--- src/rtl/dot_product_stream.sv ---
// dot_product_stream: pairwise streaming dot product with result/status outputs.
// Build option DOT_SAT_EN: saturate Output_1 to the signed OUT_W range.
module dot_product_stream #(
    parameter int DATA_W  = 32,
    parameter int VEC_LEN = 16,
    parameter int OUT_W   = 32,
    parameter int ACC_W   = 2*DATA_W + $clog2(VEC_LEN) + 1
) (
    input  logic              ap_clk,
    input  logic              ap_rst_n,
    input  logic              ap_start,
    output logic              ap_idle,
    output logic              ap_done,
    output logic              ap_ready,
    input  logic [DATA_W-1:0] Input_1_V_V,
    input  logic              Input_1_V_V_ap_vld,
    output logic              Input_1_V_V_ap_ack,
    input  logic [DATA_W-1:0] Input_2_V_V,
    input  logic              Input_2_V_V_ap_vld,
    output logic              Input_2_V_V_ap_ack,
    output logic [OUT_W-1:0]  Output_1_V_V,
    output logic              Output_1_V_V_ap_vld,
    input  logic              Output_1_V_V_ap_ack,
    output logic [OUT_W-1:0]  Output_2_V_V,
    output logic              Output_2_V_V_ap_vld,
    input  logic              Output_2_V_V_ap_ack
);

    localparam int PROD_W = 2*DATA_W;
    localparam int CNT_W  = (VEC_LEN > 1) ? $clog2(VEC_LEN) : 1;
    localparam int SEQ_W  = OUT_W - 1;
    localparam logic [CNT_W-1:0] CNT_LAST = CNT_W'(VEC_LEN - 1);

    typedef enum logic [1:0] {
        ACC   = 2'd0,
        DRAIN = 2'd1,
        EMIT  = 2'd2
    } state_t;

    state_t state_q;
    state_t state_d;

    logic [CNT_W-1:0]         cnt_q;
    logic signed [PROD_W-1:0] prod_q;
    logic                     prod_v;
    logic                     first_q;
    logic signed [ACC_W-1:0]  acc_q;
    logic signed [ACC_W-1:0]  acc_d;
    logic signed [ACC_W-1:0]  prod_ext;
    logic signed [PROD_W-1:0] a_ext;
    logic signed [PROD_W-1:0] b_ext;
    logic [OUT_W-1:0]         res_q;
    logic [OUT_W-1:0]         stat_q;
    logic [OUT_W-1:0]         res_d;
    logic                     res_v;
    logic                     stat_v;
    logic [SEQ_W-1:0]         seq_q;
    logic                     done_q;

    logic accept;
    logic last_pair;
    logic res_hs;
    logic stat_hs;
    logic res_left;
    logic stat_left;
    logic emit_fin;
    logic ovf;
    logic [ACC_W-OUT_W:0] acc_hi;

    assign last_pair = (cnt_q == CNT_LAST);
    assign res_hs    = res_v & Output_1_V_V_ap_ack;
    assign stat_hs   = stat_v & Output_2_V_V_ap_ack;
    assign res_left  = res_v & ~Output_1_V_V_ap_ack;
    assign stat_left = stat_v & ~Output_2_V_V_ap_ack;

    // State register
    always_ff @(posedge ap_clk or negedge ap_rst_n) begin
        if (!ap_rst_n) begin
            state_q <= ACC;
        end else begin
            state_q <= state_d;
        end
    end

    // Next state, pairwise input acceptance and end-of-vector detection
    always_comb begin
        state_d  = state_q;
        accept   = 1'b0;
        emit_fin = 1'b0;
        unique case (state_q)
            ACC: begin
                accept = ap_rst_n & ap_start
                       & Input_1_V_V_ap_vld & Input_2_V_V_ap_vld;
                if (accept && last_pair) begin
                    state_d = DRAIN;
                end
            end
            DRAIN: begin
                state_d = EMIT;
            end
            EMIT: begin
                emit_fin = ~res_left & ~stat_left;
                if (emit_fin) begin
                    state_d = ACC;
                end
            end
            default: begin
                state_d = ACC;
            end
        endcase
    end

    // Element counter, wraps on the last pair of a vector
    always_ff @(posedge ap_clk or negedge ap_rst_n) begin
        if (!ap_rst_n) begin
            cnt_q <= '0;
        end else if (accept) begin
            cnt_q <= last_pair ? '0 : cnt_q + CNT_W'(1);
        end
    end

    assign a_ext = {{DATA_W{Input_1_V_V[DATA_W-1]}}, Input_1_V_V};
    assign b_ext = {{DATA_W{Input_2_V_V[DATA_W-1]}}, Input_2_V_V};

    // Stage 1: register the signed product of each accepted pair
    always_ff @(posedge ap_clk or negedge ap_rst_n) begin
        if (!ap_rst_n) begin
            prod_q <= '0;
            prod_v <= 1'b0;
        end else begin
            prod_v <= accept;
            if (accept) begin
                prod_q <= a_ext * b_ext;
            end
        end
    end

    assign prod_ext = {{(ACC_W-PROD_W){prod_q[PROD_W-1]}}, prod_q};

    // Stage 2: first product loads, later products add
    always_comb begin
        acc_d = acc_q;
        if (prod_v) begin
            acc_d = first_q ? prod_ext : acc_q + prod_ext;
        end
    end

    // Accumulator and first-product marker
    always_ff @(posedge ap_clk or negedge ap_rst_n) begin
        if (!ap_rst_n) begin
            acc_q   <= '0;
            first_q <= 1'b1;
        end else begin
            acc_q <= acc_d;
            if (emit_fin) begin
                first_q <= 1'b1;
            end else if (prod_v) begin
                first_q <= 1'b0;
            end
        end
    end

    // Out of range when the bits above the OUT_W sign bit disagree
    assign acc_hi = acc_d[ACC_W-1:OUT_W-1];
    assign ovf    = ~((&acc_hi) | ~(|acc_hi));

    // Result word: saturated or wrapped low bits
    always_comb begin
        res_d = acc_d[OUT_W-1:0];
`ifdef DOT_SAT_EN
        if (ovf) begin
            res_d = acc_d[ACC_W-1] ? {1'b1, {(OUT_W-1){1'b0}}}
                                   : {1'b0, {(OUT_W-1){1'b1}}};
        end
`endif
    end

    // Output words load on DRAIN exit; each vld drops on its own handshake
    always_ff @(posedge ap_clk or negedge ap_rst_n) begin
        if (!ap_rst_n) begin
            res_q  <= '0;
            stat_q <= '0;
            res_v  <= 1'b0;
            stat_v <= 1'b0;
        end else if (state_q == DRAIN) begin
            res_q  <= res_d;
            stat_q <= {ovf, seq_q};
            res_v  <= 1'b1;
            stat_v <= 1'b1;
        end else begin
            if (res_hs) begin
                res_v <= 1'b0;
            end
            if (stat_hs) begin
                stat_v <= 1'b0;
            end
        end
    end

    // Sequence number and done pulse once both outputs are taken
    always_ff @(posedge ap_clk or negedge ap_rst_n) begin
        if (!ap_rst_n) begin
            seq_q  <= '0;
            done_q <= 1'b0;
        end else begin
            done_q <= emit_fin;
            if (emit_fin) begin
                seq_q <= seq_q + SEQ_W'(1);
            end
        end
    end

    assign Input_1_V_V_ap_ack  = accept;
    assign Input_2_V_V_ap_ack  = accept;
    assign Output_1_V_V        = res_q;
    assign Output_1_V_V_ap_vld = res_v;
    assign Output_2_V_V        = stat_q;
    assign Output_2_V_V_ap_vld = stat_v;
    assign ap_done             = done_q;
    assign ap_ready            = done_q;
    assign ap_idle             = (state_q == ACC) && (cnt_q == '0)
                               && !res_v && !stat_v;

endmodule

--- config.mk ---
export PLATFORM = sky130hd
export DESIGN_NAME = dot_product_stream
export DESIGN_NICKNAME = d
export VERILOG_FILES = /design/src/rtl/dot_product_stream.sv
export SDC_FILE = /design/constraint.sdc
export NUM_CORES = 2
export LEC_CHECK = 0
export CAP_MARGIN = 20
export CORE_MARGIN = 3
export CORE_UTILIZATION = 40
export DETAILED_ROUTE_END_ITERATION = 16
export PLACE_DENSITY = 0.6
export REMOVE_ABC_BUFFERS = 1
export SKIP_LAST_GASP = 1
export SYNTH_ARGS = -nofsm -noshare
export SYNTH_HDL_FRONTEND = slang
export SYNTH_SLANG_ARGS = --single-unit
export TNS_END_PERCENT = 30
--- constraint.sdc ---
create_clock -name ap_clk -period 4.7 [get_ports ap_clk]
set_input_delay 1.41 -clock ap_clk [delete_from_list [all_inputs] [get_ports ap_clk]]
set_output_delay 1.41 -clock ap_clk [all_outputs]
set_load 0.01 [all_outputs]
==> qor.txt <==
Htree depth: 1
Final instance area: 62,600 um^2
Worst Path Arrival: 8850 ps
FP Rows: 129
CTS Sinks: 239
Vias/cell: 5.17
Initial core utilization: 0.404
Die width: 360 um
Period utilization: 1.80
Max Clock Freq: 0.119 GHz
Async S/R FF share, synth: 1.00
Die area: 130,000 um^2
CP peak stage delay: 560 ps
Register area: 5990 um^2
Failing checks: setup timing
Fin Setup TNS: -164,670 ps
Post-synth top area cell: fa_1
Synthesized-area fraction occupied by adder cells: 0.495
Post-place instance area: 57,400 um^2
FILL cells: 11,400
Max Slew Vio Count: 0
Syn. warnings: 0
Top cell by count, worst path: fa_1
Critical path's slowest cell: fa_1
Slew headroom: 0.375
Crit path launch type: input pin
Post-Syn Instances: 5,416
Synth top area share: 0.431
Top cells by area, synth: fa_1 (43%), dfrtp_1 (12%), inv_1 (7.3%), and2_1 (6.5%), ha_1 (6.3%)
Initial DRC count: 2,886
Setup ws final: -3740 ps
Worst setup EP type: flop
DRC viols: 0
Post-synthesis compound-gate area fraction: 0.0798
Grt ovf: 0
Drt wl/cell: 20.3 um
Seq cells post-synth: 239
Crit path required time: 5110 ps
Syn_area_per_cell: 9.28 um^2
Number of global-route vias before repair: 42,500
Crit-path max FO: 5
Main synth FF type: dfrtp_1
RSZ-0062 raised after global routing: yes
Mux cell area share after synthesis: 0.0174
Fin util: 0.504
Syn-to-layout area delta: 24.6%
Final hold vios: 0
Largest net degree at the start of global routing: 164
Slew @ Worst Pin: 938 ps
Dpl hpwl: 120 mm
I/O Buffers: 141
Final ANT Viol Nets: 0
Total wire length: 156 mm
Cts hold-fix bufs: 0
Core Footprint: 124,000 um^2
CTS max path bufs: 3
Crit path kind: in -> reg
Setup Viol. Count Final: 58
Initial antenna violation count: 1
Status: complete, but fails checks
Root Buffer: clkbuf_16
MaxCap Viol Count: 0
Min Tclk post-route: 8440 ps
Combinational family with the most area after synthesis: adder cells
CTS tree: built
Number of flops mapped to enable cells by yosys: 0
First-pass DRT Iterations: 6
Final nets: 7,441
Seq/Total Area, Yosys: 0.119
First-pass GRT wire length: 246 mm
Share of layout cells above drive strength 1: 0.217
Gr usage total: 0.241
IO Count: 142
Final GP Congestion: 0.953
CTS buffer count: 25
Via count: 39,800
Worst Skew: 22.6 ps
Die outline height: 360 um
Clk Latency, worst-skew pair: 550 ps
Clock transition at path regs: 60 ps
Synth Area in Simple Gates: 0.166
Hold WC Path Type: reg -> reg
Synth cell types: 88
Area of the multi-input gates: 40,900 um^2
Mapped cell area: 50,300 um^2
Synth Area in XOR/XNOR: 0.0251
[layer usage]
layer	global-route usage	share of wire
met5	0	0
met1	0.336	0.44
met3	0.0317	0.065
met2	0.391	0.46
met4	0.0723	0.039
[layout make-up]
class	count	share of cell area
multi-input combinational	3898	0.652
timing repair buffer	886	0.147
sequential	239	0.0956
inverter	982	0.0589
tap	1637	0.0327
clock buffer	32	0.0112
clock inverter	12	0.00244
antenna	4	0.000160
[cells in the mapped netlist, types with 17 or more instances]
cell type,instances
nand3_1,51
mux2_2,66
a31oi_1,28
o211ai_1,19
o21ai_0,148
xnor2_1,90
inv_1,980
dfrtp_1,238
o21a_1,17
a21oi_1,209
nor2_1,183
and2_1,521
nand4_1,43
nor2b_1,26
clkbuf_1,267
ha_1,255
nor3_1,33
nand2_1,718
a21o_1,66
xor2_1,54
fa_1,1083
o21bai_1,21
and3_1,24
nand2b_1,27
[placed cells by master (no fill, tap or decap), types with 64 or more instances in the layout]
cell type        synthesis  final
and2_1                 521    445
o21ai_0                148    125
a21o_1                  66     66
ha_1                   255    221
mux2_2                  66     66
clkdlybuf4s50_1          0     76
inv_1                  980    916
nand2_1                718    690
a21oi_1                209    187
buf_12                   0    105
xnor2_1                 90     86
fa_2                     0    104
buf_4                    2    533
fa_1                  1083    979
and2_4                   0     76
buf_6                    9     88
inv_2                    0     64
dfrtp_1                238    237
nor2_1                 183    175
[flip-flops by register name, summed over array words and instances (netlist names)]
signal	flops
Output_1_V_V	32
Output_1_V_V_ap_vld	1
Output_2_V_V	32
Output_2_V_V_ap_vld	1
acc_q	69
ap_done	1
cnt_q	4
first_q	1
prod_q	64
prod_v	1
seq_q	31
state_q	2
[per-stage QoR]
step | std cells | setup slack (ps) | hold slack (ps)
after floorplan | 5119 | -4300 | 438
after global routing | 7686 | -3950 | 488
after global placement | 7420 | -5080 | 464
after detailed placement | 7420 | -5080 | 464
after CTS | 7647 | -3700 | 473
final | 7690 | -3740 | 474
[critical path, delay by kind of cell]
kind                     cells  cell delay [ps]
adder cells (fa/ha/maj)      9             3930
AND/OR/NAND/NOR              2              230
buffers and inverters       10             1100
AO/OA/AOI/OAI               11             1990
XOR/XNOR                     1              170
[cells by family (layout without fill, tap and decap cells)]
logic type / count (synthesis) / in the layout
other: 0 / 4
XOR/XNOR: 144 / 144
buffers and inverters: 1279 / 1912
multiplexers: 79 / 79
flip-flops: 239 / 239
adder cells (fa/ha/maj): 1338 / 1338
AO/OA/AOI/OAI: 640 / 640
AND/OR/NAND/NOR: 1697 / 1697
[worst paths after layout]
| path | to | slack [ps] | start | cells after the start |
|---|---|---|---|---|
| max | prod_q[62] | -3740 | Input_2_V_V[21] | 33 |
| min | seq_q[30] | 470 | seq_q[30] | 1 |
| max reg2reg | Output_2_V_V[31] | 60 | acc_q[0] | 17 |
| min reg2reg | seq_q[30] | 470 | seq_q[30] | 1 |
| max in group asynchronous | prod_q[35] | 2380 | ap_rst_n | 4 |
| min in group asynchronous | Output_1_V_V[30] | 1020 | ap_rst_n | 2 |
[timing repair]
action / in CTS / in global routing
setup endpoints to repair: 59 / 60
pin swaps: 313 / 241
cloned: 21 / 3
resized for setup: 642 / 280
setup buffers: 165 / 55
Power is left out: the tool's default activity adds up to more than one toggle a clock period on the data nets, which glitch-free logic cannot reach.
